$ cat src/rtl/rf_pkg.sv
// -----------------------------------------------------------------------------
// rf_pkg
//   Register-file constants shared by rf_32 and rf_write_arbiter: data width,
//   index width, number of architectural registers and the hard-wired zero
//   register index.
// -----------------------------------------------------------------------------
package rf_pkg;

    localparam int unsigned REG_SIZE     = 32;
    localparam int unsigned INDEX_SIZE   = 5;
    localparam int unsigned REGFILE_SIZE = 2 ** INDEX_SIZE;

    // Register 0 reads as zero; writes to it are discarded.
    localparam logic [INDEX_SIZE-1:0] ZERO = '0;

endpackage

$ cat src/rtl/rf_write_arbiter_rr_arbiter.sv
// -----------------------------------------------------------------------------
// rr_arbiter
//   Round-robin arbiter for NUM_REQ requesters. The grant is combinational
//   from (req_valid, r_ptr); the search starts at r_ptr+1 (mod NUM_REQ) and the
//   first valid requester wins. On a grant the pointer moves to the winner at
//   the next posedge, so a continuously valid requester waits at most
//   NUM_REQ-1 cycles.
//
// Ports
//   clock      in   1        posedge clock
//   reset_n    in   1        asynchronous active-low reset (ptr -> NUM_REQ-1)
//   req_valid  in   NUM_REQ  request vector
//   grant      out  NUM_REQ  one-hot grant (all zero when nothing is valid)
//   grant_any  out  1        OR of grant
// -----------------------------------------------------------------------------
module rr_arbiter #(
    parameter  int unsigned NUM_REQ = 3,
    localparam int unsigned PTR_W   = (NUM_REQ > 1) ? $clog2(NUM_REQ) : 1
) (
    input  logic               clock,
    input  logic               reset_n,
    input  logic [NUM_REQ-1:0] req_valid,
    output logic [NUM_REQ-1:0] grant,
    output logic               grant_any
);

    logic [PTR_W-1:0]   r_ptr;
    logic [NUM_REQ-1:0] w_grant;
    logic               w_any;
    logic [PTR_W-1:0]   w_idx;
    logic [PTR_W-1:0]   w_cand;

    // Walk the requesters starting just after the last winner; the first
    // valid one found takes the grant.
    always_comb begin
        w_grant = '0;
        w_any   = 1'b0;
        w_idx   = '0;
        w_cand  = '0;
        for (int unsigned off = 1; off <= NUM_REQ; off++) begin
            w_cand = PTR_W'((32'(r_ptr) + off) % NUM_REQ);
            if (!w_any && req_valid[w_cand]) begin
                w_grant[w_cand] = 1'b1;
                w_any           = 1'b1;
                w_idx           = w_cand;
            end
        end
    end

    // Reset value NUM_REQ-1 makes requester 0 the first in line.
    always_ff @(posedge clock or negedge reset_n) begin
        if (!reset_n) begin
            r_ptr <= PTR_W'(NUM_REQ - 1);
        end else if (w_any) begin
            r_ptr <= w_idx;
        end
    end

    assign grant     = w_grant;
    assign grant_any = w_any;

endmodule

$ cat src/rtl/rf_write_arbiter.sv
// -----------------------------------------------------------------------------
// rf_write_arbiter
//   Shares the single rf_32 write port among NUM_REQ writeback sources
//   (ALU, load unit, mul/div). A round-robin arbiter grants one requester per
//   cycle over a valid/ready handshake; the winning write is registered onto
//   the write port (latency 1). A pending-write scoreboard lets the issue
//   stage detect RAW hazards.
//
// Ports
//   clock             in   1                    posedge clock
//   reset_n           in   1                    asynchronous active-low reset
//   req_valid         in   NUM_REQ              requester i has a write
//   req_addr          in   NUM_REQ*INDEX_SIZE   dest index, slice i
//   req_data          in   NUM_REQ*REG_SIZE     write data, slice i
//   req_ready         out  NUM_REQ              one-hot grant
//   reserve_valid     in   1                    issue stage claims a dest
//   reserve_addr      in   INDEX_SIZE           claimed dest
//   reserve_conflict  out  1                    claim hit a pending register
//   pending_mask      out  REGFILE_SIZE         bit r = write to r outstanding
//   write_enabled     out  1                    rf_32 write enable
//   write_addr        out  INDEX_SIZE           rf_32 write index
//   write_data        out  REG_SIZE             rf_32 write data
// -----------------------------------------------------------------------------
module rf_write_arbiter
    import rf_pkg::*;
#(
    parameter  int unsigned NUM_REQ      = 3,
    parameter  int unsigned REG_SIZE     = rf_pkg::REG_SIZE,
    parameter  int unsigned INDEX_SIZE   = rf_pkg::INDEX_SIZE,
    localparam int unsigned REGFILE_SIZE = 2 ** INDEX_SIZE
) (
    input  logic                          clock,
    input  logic                          reset_n,
    input  logic [NUM_REQ-1:0]            req_valid,
    input  logic [NUM_REQ*INDEX_SIZE-1:0] req_addr,
    input  logic [NUM_REQ*REG_SIZE-1:0]   req_data,
    output logic [NUM_REQ-1:0]            req_ready,
    input  logic                          reserve_valid,
    input  logic [INDEX_SIZE-1:0]         reserve_addr,
    output logic                          reserve_conflict,
    output logic [REGFILE_SIZE-1:0]       pending_mask,
    output logic                          write_enabled,
    output logic [INDEX_SIZE-1:0]         write_addr,
    output logic [REG_SIZE-1:0]           write_data
);

    // ------------------------------------------------------------------
    // Arbitration
    // ------------------------------------------------------------------
    logic [NUM_REQ-1:0] w_grant;
    logic               w_grant_any;

    rr_arbiter #(
        .NUM_REQ (NUM_REQ)
    ) u_rr_arbiter (
        .clock     (clock),
        .reset_n   (reset_n),
        .req_valid (req_valid),
        .grant     (w_grant),
        .grant_any (w_grant_any)
    );

    assign req_ready = w_grant;

    // One-hot grant makes an AND-OR mux sufficient for the winner's payload.
    logic [INDEX_SIZE-1:0] w_sel_addr;
    logic [REG_SIZE-1:0]   w_sel_data;

    always_comb begin
        w_sel_addr = '0;
        w_sel_data = '0;
        for (int unsigned i = 0; i < NUM_REQ; i++) begin
            if (w_grant[i]) begin
                w_sel_addr = w_sel_addr | req_addr[i*INDEX_SIZE +: INDEX_SIZE];
                w_sel_data = w_sel_data | req_data[i*REG_SIZE +: REG_SIZE];
            end
        end
    end

    // ------------------------------------------------------------------
    // Output register (write port to rf_32)
    // ------------------------------------------------------------------
    logic                  r_we;
    logic [INDEX_SIZE-1:0] r_waddr;
    logic [REG_SIZE-1:0]   r_wdata;

    // A grant to register 0 completes the handshake but never enables the
    // write; with no grant, addr/data hold and only the enable drops.
    always_ff @(posedge clock or negedge reset_n) begin
        if (!reset_n) begin
            r_we    <= 1'b0;
            r_waddr <= '0;
            r_wdata <= '0;
        end else if (w_grant_any) begin
            r_we    <= (w_sel_addr != INDEX_SIZE'(ZERO));
            r_waddr <= w_sel_addr;
            r_wdata <= w_sel_data;
        end else begin
            r_we    <= 1'b0;
        end
    end

    assign write_enabled = r_we;
    assign write_addr    = r_waddr;
    assign write_data    = r_wdata;

    // ------------------------------------------------------------------
    // Pending-write scoreboard
    // ------------------------------------------------------------------
    logic [REGFILE_SIZE-1:0] r_pending;
    logic                    r_conflict;
    logic [REGFILE_SIZE-1:0] w_clr_vec;
    logic [REGFILE_SIZE-1:0] w_set_vec;
    logic [REGFILE_SIZE-1:0] w_pending_nxt;
    logic                    w_rsv_hit;
    logic                    w_commit_same;
    logic                    w_conflict_nxt;

    assign w_rsv_hit     = reserve_valid && (reserve_addr != INDEX_SIZE'(ZERO));
    assign w_commit_same = r_we && (r_waddr == reserve_addr);

    // Set is applied after clear, so a reservation landing on the commit
    // edge of the same index keeps the bit (the newer producer owns it).
    always_comb begin
        w_clr_vec = '0;
        w_set_vec = '0;
        if (r_we) begin
            w_clr_vec[r_waddr] = 1'b1;
        end
        if (w_rsv_hit) begin
            w_set_vec[reserve_addr] = 1'b1;
        end
        w_pending_nxt    = (r_pending & ~w_clr_vec) | w_set_vec;
        w_pending_nxt[0] = 1'b0;
    end

    // A second claim on a still-pending register is flagged; a claim that
    // coincides with that register's commit is a fresh reservation instead.
    assign w_conflict_nxt = w_rsv_hit && r_pending[reserve_addr] && !w_commit_same;

    always_ff @(posedge clock or negedge reset_n) begin
        if (!reset_n) begin
            r_pending  <= '0;
            r_conflict <= 1'b0;
        end else begin
            r_pending  <= w_pending_nxt;
            r_conflict <= w_conflict_nxt;
        end
    end

    assign pending_mask     = r_pending;
    assign reserve_conflict = r_conflict;

endmodule

$ cat config.mk
export PLATFORM = sky130hd
export DESIGN_NAME = rf_write_arbiter
export DESIGN_NICKNAME = d
export VERILOG_FILES = /design/src/rtl/rf_pkg.sv /design/src/rtl/rf_write_arbiter_rr_arbiter.sv /design/src/rtl/rf_write_arbiter.sv
export SDC_FILE = /design/constraint.sdc
export NUM_CORES = 1
export LEC_CHECK = 0
export CAP_MARGIN = 20
export CORE_ASPECT_RATIO = 1.2
export CORE_MARGIN = 1.5
export CORE_UTILIZATION = 40
export CTS_CLUSTER_SIZE = 8
export DETAILED_ROUTE_END_ITERATION = 7
export HOLD_SLACK_MARGIN = 0.15
export PLACE_DENSITY_LB_ADDON = 0.25
export SLEW_MARGIN = 20
export SYNTH_ARGS = -nofsm -noshare
export SYNTH_HDL_FRONTEND = slang
export SYNTH_HIERARCHICAL = 1
export SYNTH_SLANG_ARGS = --single-unit
$ cat constraint.sdc
create_clock -name clock -period 3.3 [get_ports clock]
set_input_delay 0.99 -clock clock [delete_from_list [all_inputs] [get_ports clock]]
set_output_delay 0.99 -clock clock [all_outputs]
set_load 0.03 [all_outputs]
======== After elaboration in Yosys (flattened, before gate mapping) ========
Index checks and enable logic that the tools add are counted.
storage, ports and cells
  register bits ........................... 72
  input bits .............................. 122
  word-level logic and storage cells ...... 84
operators by class
  $add $sub $neg .......................... 3
  divide/modulo/power cells ............... 3
  magnitude comparators ................... 10
  equal/unequal tests ..................... 1
  multiplexer cells ....................... 36
  bitwise gates (word level) .............. 9
  reductions and logical operators ........ 16
operators by type and width
  operator                                                                              number
  32-bit two-way mux                                                                    5
  32-bit by 2-bit remainder unit with 32-bit output (second input constant)             3
  32-bit bitwise OR                                                                     3
  32-bit bitwise AND                                                                    1
  32-bit NOT                                                                            1
  5-bit two-way mux                                                                     3
  1-bit two-way mux                                                                     13
  5-bit by 6-bit less-than comparator with 1-bit output (second input constant)         2
  1-bit logical AND                                                                     11
  1-bit demux with 5-bit select                                                         2
  5-bit by 1-bit greater-or-equal comparator with 1-bit output (second input constant)  2
  5-bit bitwise OR                                                                      2
  5-bit nonzero test                                                                    2
  2-bit by 3-bit less-than comparator with 1-bit output (second input constant)         3
  3-bit two-way mux                                                                     3
  2-bit by 2-bit adder with 3-bit output (second input constant)                        2
  1-bit binary-select mux with 2-bit select                                             3
  1-bit demux with 2-bit select                                                         3
  2-bit by 1-bit greater-or-equal comparator with 1-bit output (second input constant)  3
  2-bit two-way mux                                                                     3
  3-bit bitwise OR                                                                      2
  1-bit binary-select mux with 5-bit select                                             1
  5-bit == test                                                                         1
  2-bit by 1-bit adder with 3-bit output (second input constant)                        1
  1-bit logical NOT                                                                     3

======== Longest topological paths before layout ========
  depth after elaboration ................. 18
  mapped depth ............................ 10
  depth with buffers taken out ............ 9

======== By module ========
Netlist, hierarchy kept.
by module, submodules not included
  module            instances  cells an instance  area each (µm²)
  rf_write_arbiter  1          347                3469.6
  rr_arbiter        1          41                 340.3

======== Least setup slack after synthesis ========
Ideal clock, no wire load.
  kind .................................... input to output
  start ................................... input port req_valid[1]
  end ..................................... output port req_ready[2]
  arrival ................................. 2.131 ns
  data required time ...................... 2.310 ns
  path slack .............................. 0.179 ns
  cell stages on the path ................. 3
  cells stage by stage .................... and3b_1 > o21bai_1 > o21ai_0
on the way
  cells in the longest elaborated chain, start to end .. 9
  elaborated cells on any way between the ends .. 17
  classes of those cells .................. mux (11); bitwise (2); reduce/logical (4)
RTL lines
  what                                       line                               source
  start, declared                            rf_write_arbiter.sv:34             input logic [NUM_REQ-1:0] req_valid,
  1-bit binary-select mux with 2-bit select  rf_write_arbiter_rr_arbiter.sv:42  if (!w_any && req_valid[w_cand]) begin
  1-bit two-way mux (implied by the code)    rf_write_arbiter_rr_arbiter.sv:42
  1-bit two-way mux                          rf_write_arbiter_rr_arbiter.sv:42
  1-bit logical NOT                          rf_write_arbiter_rr_arbiter.sv:42
  1-bit logical AND                          rf_write_arbiter_rr_arbiter.sv:42
  1-bit two-way mux                          rf_write_arbiter_rr_arbiter.sv:42
  1-bit logical NOT                          rf_write_arbiter_rr_arbiter.sv:42
  1-bit logical AND                          rf_write_arbiter_rr_arbiter.sv:42
  3-bit two-way mux (*)                      rf_write_arbiter_rr_arbiter.sv:42
  end, declared                              rf_write_arbiter.sv:37             output logic [NUM_REQ-1:0] req_ready,
Every way passes the cells marked *; elsewhere a longest branch is shown, timed or not. The select of a mux whose other input is x is not followed.

======== Worst setup path in the final report ========
  start ................................... input port req_valid[2]
  end ..................................... output port req_ready[1]
The elaborated chain is that of the path after synthesis.

==> results by group <==
Cells and area
  • Diodes inserted: 0
  • Final Core Density: 0.669
  • Share of cells above drive strength 1: 0.0914
  • Design area: 0.00611 mm2
  • Nets@finish: 701
  • Area grow syn2layout: 60.3%

Clock tree
  • Worst-path clk slew: 0.07 ns
  • Later-pin clock latency in the skew report: 0.35 ns
  • Root buffer cell: clkbuf_8
  • Htree depth: 3
  • Total CTS buffers: 9
  • Bufs on Longest Clock Path: 2
  • Clk sink count: 72
  • CTS tree: done

Floorplanning
  • Initial Util: 0.417
  • I/O pin cnt: 196
  • Die Y: 110 um
  • Core area: 0.00913 mm2
  • Die area: 0.0101 mm2
  • Rows: 38
  • Die W: 92.1 um

Flow run
  • Max cap viols: 0

Global route
  • Largest net degree at the start of global routing: 77
  • Met2 Usage GRT: 0.449
  • GRT Total Usage: 0.258
  • Met1 Usage GRT: 0.304
  • Global route overflow: 0
  • Initial antenna violation count: 0
  • Vias in the first global route: 4,144
  • GR Layer Usage met3: 0.0456
  • Most Used Layer, Global Route: met2
  • First-pass GRT wire length: 20.1 mm

Placement
  • Number of I/O port buffers: 194
  • Dpl cell area: 0.00588 mm2
  • GP Congestion: 0.976
  • Dpl hpwl: 9.71 mm
  • Pre-CTS WS: -0.129 ns

Worst hold path
  • Hold Crit Depth: 2
  • Hold path endpoint: write_data[31]
  • Hold Path Class: reg2reg
  • Worst hold start: write_data[31]

Route
  • DRT antenna net count: 0
  • TritonRoute pass-1 iters: 8
  • Drt initial violations: 374
  • # DRC: 0
  • Final WL: 13.2 mm
  • Per-cell routed wire length: 18.9 um
  • Vias per cell: 5.88
  • Via Count: 4,113

Critical path
  • Worst path slowest cell: a2111o_1
  • Critical path data required time: 2.31 ns
  • CP cell instances: dlygate4sd2_1, and3b_1, a2111o_1, a21oi_2, buf_4
  • Crit. Startpoint: req_valid[2]
  • Critical R2R Capture: write_enabled
  • Critical path peak fanout: 6
  • R2R setup slack: 0.43 ns
  • Bufs and invs on worst path: 2
  • Crit path max-delay family: compound AO/OA/AOI/OAI gates
  • Critical path class: in2out
  • Nature of the critical path endpoint: primary output
  • CP max stage delay: 0.40 ns
  • Setup crit start kind: primary input
  • Crit path arrival time: 2.24 ns
  • Path depth of the worst reg2reg path: 10
  • Worst R2R Start: u_rr_arbiter/r_ptr[1]

Timing
  • Setup slack after layout: 0.0721 ns
  • Setup-failing EPs final: 0
  • Worst slew pin tran: 0.900 ns
  • Period utilization: 0.978
  • Min Clock Period, post-route: 3.23 ns
  • Unrepaired setup endpoints after global routing: no
  • Clock Skew: 0.00944 ns
  • Slew margin rel.: 0.400
  • Max Fclk: 310 MHz
  • Slew Viols, Final: 0
  • Final hold violations: 0

Pwr
  • PwrDens: 1180 mW/mm2
  • Worst VDD drop: 0.866 mV
  • Leakage Power: 0.00240 uW

Synthesis
  • Sequential area share after synthesis: 0.473
  • Post-Syn Area: 0.00381 mm2
  • #FFs+latches synth: 72
  • Post-Syn Nets: 514
  • Synth Flop Type: dfrtp_1
  • Mean Syn Cell Area: 9.82 um2
  • Ranking of synthesized cells by area: dfrtp_1 (47%), a222oi_1 (9.7%), o21ai_0 (7.9%)
  • Area share of the largest cell type after synthesis: 0.466
  • Synth top cells by count: dfrtp_1 (71), o21ai_0 (60), a21oi_1 (42)
  • Async SR Flop Fraction: 1.00
  • Cell taking the most area after synthesis: dfrtp_1
  • Post-synth EDFFs: 0
  • Unique masters post-synth: 53
  • Yosys warnings: 6
  • Most common cell in the netlist: dfrtp_1
  • Synthesized instance count: 388

Outcome
  • Run status: completed
## cell usage in the layout, fill, tap and decap left out, drive strengths merged, types with 2 or more instances in the layout
cell and count:
a21oi 42, a222oi 37, a31oi 3, and3b 2, buf 17, bufinv 2, clkbuf 11, clkdlybuf4s50 187
clkinvlp 2, dfrtp 71, dlygate4sd2 3, ha 4, inv 3, mux2 3, mux2i 11, mux4 2
nand2 9, nand2b 4, nand3 6, nand3b 10, nor2 41, nor3 3, nor4b 2, o211ai 3
o21a 2, o21ai 67, o21bai 2, or3 2, or3b 6, xor2 4
## power by group
part / leakage (uW) / internal (uW) / switching [uW]
clock: 0.000106 / 445 / 333
sequential: 0.000837 / 1380 / 367
combinational: 0.00146 / 1920 / 2730
## kinds of logic (layout without fill, tap and decap cells)
kind of cell / count (synthesis) / in the layout / synth area share
buf+inv: 34 / 226 / 0.0378
fa+ha+maj: 4 / 4 / 0.0131
flops: 72 / 72 / 0.473
simple gates: 94 / 94 / 0.135
mux: 16 / 16 / 0.0525
other cells: 1 / 1 / 0.000984
compound gates: 162 / 162 / 0.276
xor+xnor: 5 / 5 / 0.0115
## layer usage
layer	vias up	routed length (um)
met5	-	0
met4	0	544
met3	45	1130
met2	279	6710
met1	1918	4830
li1	1871	-
## stage by stage
stage / std cells / power, uW / setup TNS, ns / hold WS, ns
2_1_floorplan: 388 / 4590 / 0 / 0.579
3_5_place_dp: 684 / 6390 / -0.411 / 0.511
3_3_place_gp: 684 / 6250 / -0.127 / 0.501
6_report: 700 / 7180 / 0 / 0.525
4_1_cts: 700 / 7200 / 0 / 0.528
5_1_grt: 700 / 7610 / 0 / 0.550
## final cells by class
class	count	area (um2)
Multi-Input combinational cell	282	1880
Timing Repair Buffer	207	2040
Tap cell	120	150
Clock buffer	11	141
Clock inverter	5	80.1
Sequential cell	72	1800
Inverter	3	11.3
Fill cell	759	3020
## registers in the layout, indices dropped and copies added, names as in the netlist
register,count
write_data,32
pending_mask,31
write_addr,5
u_rr_arbiter/r_ptr,2
reserve_conflict,1
write_enabled,1
## worst max-delay path by stage
| stage | end | depth (start not counted) |
|---|---|---|
| 2_1_floorplan | req_ready[2] | 3 |
| 3_3_place_gp | req_ready[1] | 5 |
| 3_5_place_dp | req_ready[1] | 5 |
| 4_1_cts | req_ready[1] | 5 |
| 5_1_grt | req_ready[1] | 5 |
| 6_report | req_ready[1] | 5 |
## what timing repair did
action	4_1_cts	5_1_grt
setup endpoints to repair	3	0
setup buffers	0	0
resized for setup	6	0
hold buffers	0	0
## worst reg2reg max path, stage by stage, from the launching register on
cell and delay (ns):
dfstp_2 0.58, inv_1 0.07, ha_1 0.28, mux2i_2 0.28, o21ai_1 0.13, a31oi_1 0.27, o21ai_2 0.10, buf_4 0.26
a222oi_1 0.47, nand3_1 0.12, o21a_1 0.20
No activity file was read; power rests on OpenSTA's default activity.
==> edit: new RTL, same flow settings <==
The package constant `INDEX_SIZE` goes from 5 to 6.
--- a/src/rtl/rf_pkg.sv
+++ b/src/rtl/rf_pkg.sv
@@ -7,7 +7,7 @@
 package rf_pkg;
 
     localparam int unsigned REG_SIZE     = 32;
-    localparam int unsigned INDEX_SIZE   = 5;
+    localparam int unsigned INDEX_SIZE   = 6;
     localparam int unsigned REGFILE_SIZE = 2 ** INDEX_SIZE;
 
     // Register 0 reads as zero; writes to it are discarded.
Ports: changed (resized pending_mask, req_addr, reserve_addr and write_addr); port bits go from 196 to 233. No check against the original RTL was run, so the function may have changed too.
==> edit against the unedited design <==
- clock power rose by 30%
- hold slack improved by 0.0030 ns
- final area grew 35%
- area after synthesis grew 42%
- via count up 38%
- die area grew 40%
- routed wire length increased by 51%
- largest power group unchanged
- worst setup slack improved by 0.065 ns
- synthesized cell count is 40% higher
- power rose by 36%
- non-clock buffer count grew 50
- sequential cell count is 33 higher
==> edit: results (changes against the unedited design) <==
[metrics] clk_skew: 0.00644 ns (-0.00300 ns)
[metrics] leading post-synthesis cells by cell area: sky130_fd_sc_hd__dfrtp_1 48%, sky130_fd_sc_hd__o21ai_0 12%, sky130_fd_sc_hd__a222oi_1 7.0%, sky130_fd_sc_hd__a21oi_1 4.0%, sky130_fd_sc_hd__mux4_2 3.3%
[metrics] initial antenna violation count: 1 (+1)
[metrics] met1 wire length: 7090 um (+47%)
[metrics] Vias/cell: 6.02 (+2.5%)
[metrics] Post-synth top cells: 129 x sky130_fd_sc_hd__o21ai_0, 104 x sky130_fd_sc_hd__dfrtp_1, 47 x sky130_fd_sc_hd__nor2_1
[metrics] Root Buffer Master: sky130_fd_sc_hd__clkbuf_16
[metrics] GR Util met1: 34.3% (+3.8 points)
[metrics] final routed wire length divided by cell count: 21.2 um (+12%)
[metrics] weighted congestion reported at the end of routability-driven placement: 0.969 (-0.68%)
[metrics] Detailed Route Iter0 Violations: 460 (+23%)
[metrics] run status: finished clean
[metrics] worst slack, placed: -0.105 ns (+0.0234 ns)
[metrics] number of flip-flops under the largest register name: 63 (+97%)
[metrics] post-detailed-placement cell area: 7980 um2 (+36%)
[metrics] NumNets Final: 899 (+28%)
[metrics] Synth Area per Inst: 9.92 um2 (+1.0%)
[metrics] met2 usage in global routing: 47.8% (+2.9 points)
[metrics] launch point of the worst path: u_rr_arbiter/r_ptr[1]
[metrics] worst hold-check slack: 0.528 ns (+0.00299 ns)
[metrics] first-pass detailed-route iteration total: 6 (-2)
[metrics] Seq/Total Area, Yosys: 48.7% (+1.4 points)
[metrics] worst setup path endpoint: req_ready[0]
[metrics] WL final: 20000 um (+51%)
[metrics] pin count of the biggest net entering global routing: 79 (+2.6%)
[metrics] r2r setup slk: 0.35 ns (-0.08 ns)
[metrics] Yosys cell types: 49 (-7.5%)
[metrics] maximum resistive drop on vdd: 837 uV (-3.4%)
[metrics] LEAKAGE: 3.13 nW (+30%)
[metrics] global-route total usage across every layer: 28.2% (+2.4 points)
[edit: changes by cell type in the layout (fill, tap and decap cells not counted), sizes merged, moves of 6 or more]
cell,unedited run,this run
buf,17,30
nor2,41,47
mux2i,11,4
o21ai,67,129
o22ai,0,8
mux4,2,8
dfrtp,71,104
clkdlybuf4s50,187,224
or2,1,7
mux2,3,16
[edit: worst max-delay path, cell delays in order, from the launching register on]
cell and delay, ns:
sky130_fd_sc_hd__dfstp_2 0.57, sky130_fd_sc_hd__ha_1 0.31, sky130_fd_sc_hd__mux2_4 0.35, sky130_fd_sc_hd__and2_4 0.16
sky130_fd_sc_hd__a21oi_1 0.19, sky130_fd_sc_hd__a21oi_2 0.10, sky130_fd_sc_hd__buf_6 0.15
[edit: layout make-up]
class	count	area (um2)
fill	1122	4910
inverter	6	22.5
sequential	105	2630
timing repair buffer	257	2550
antenna	1	2.50
clock buffer	10	229
multi-input combinational	390	2580
clock inverter	6	43.8
tap	168	210
[edit: power groups by stage]
stage                     registers, W  clock network, W  logic, W
after global placement         0.00254                 0   0.00596
after global routing           0.00264           0.00108   0.00661
after floorplan                0.00358                 0   0.00254
final                          0.00256           0.00101   0.00618
after CTS                      0.00256           0.00102   0.00615
after detailed placement       0.00257                 0   0.00609
[edit: what timing repair did]
action	CTS	global route
buffers inserted	1	0
setup endpoints to repair	3	1
resized for setup	6	1
pin swaps	4	1
[edit: cell families (layout without fill, tap and decap cells)]
kind of cell / count (synthesis) / in the layout / synth area share (%)
AOI/OAI and AO/OA: 231 / 231 / 26.2
and+or+nand+nor: 120 / 120 / 11.7
DFF: 105 / 105 / 48.7
buffers and inverters: 49 / 279 / 3.94
muxes: 28 / 28 / 7.56
xor gates and xnor gates: 6 / 6 / 0.974
adders and majority gates: 4 / 4 / 0.927
other: 1 / 2 / 0.0695
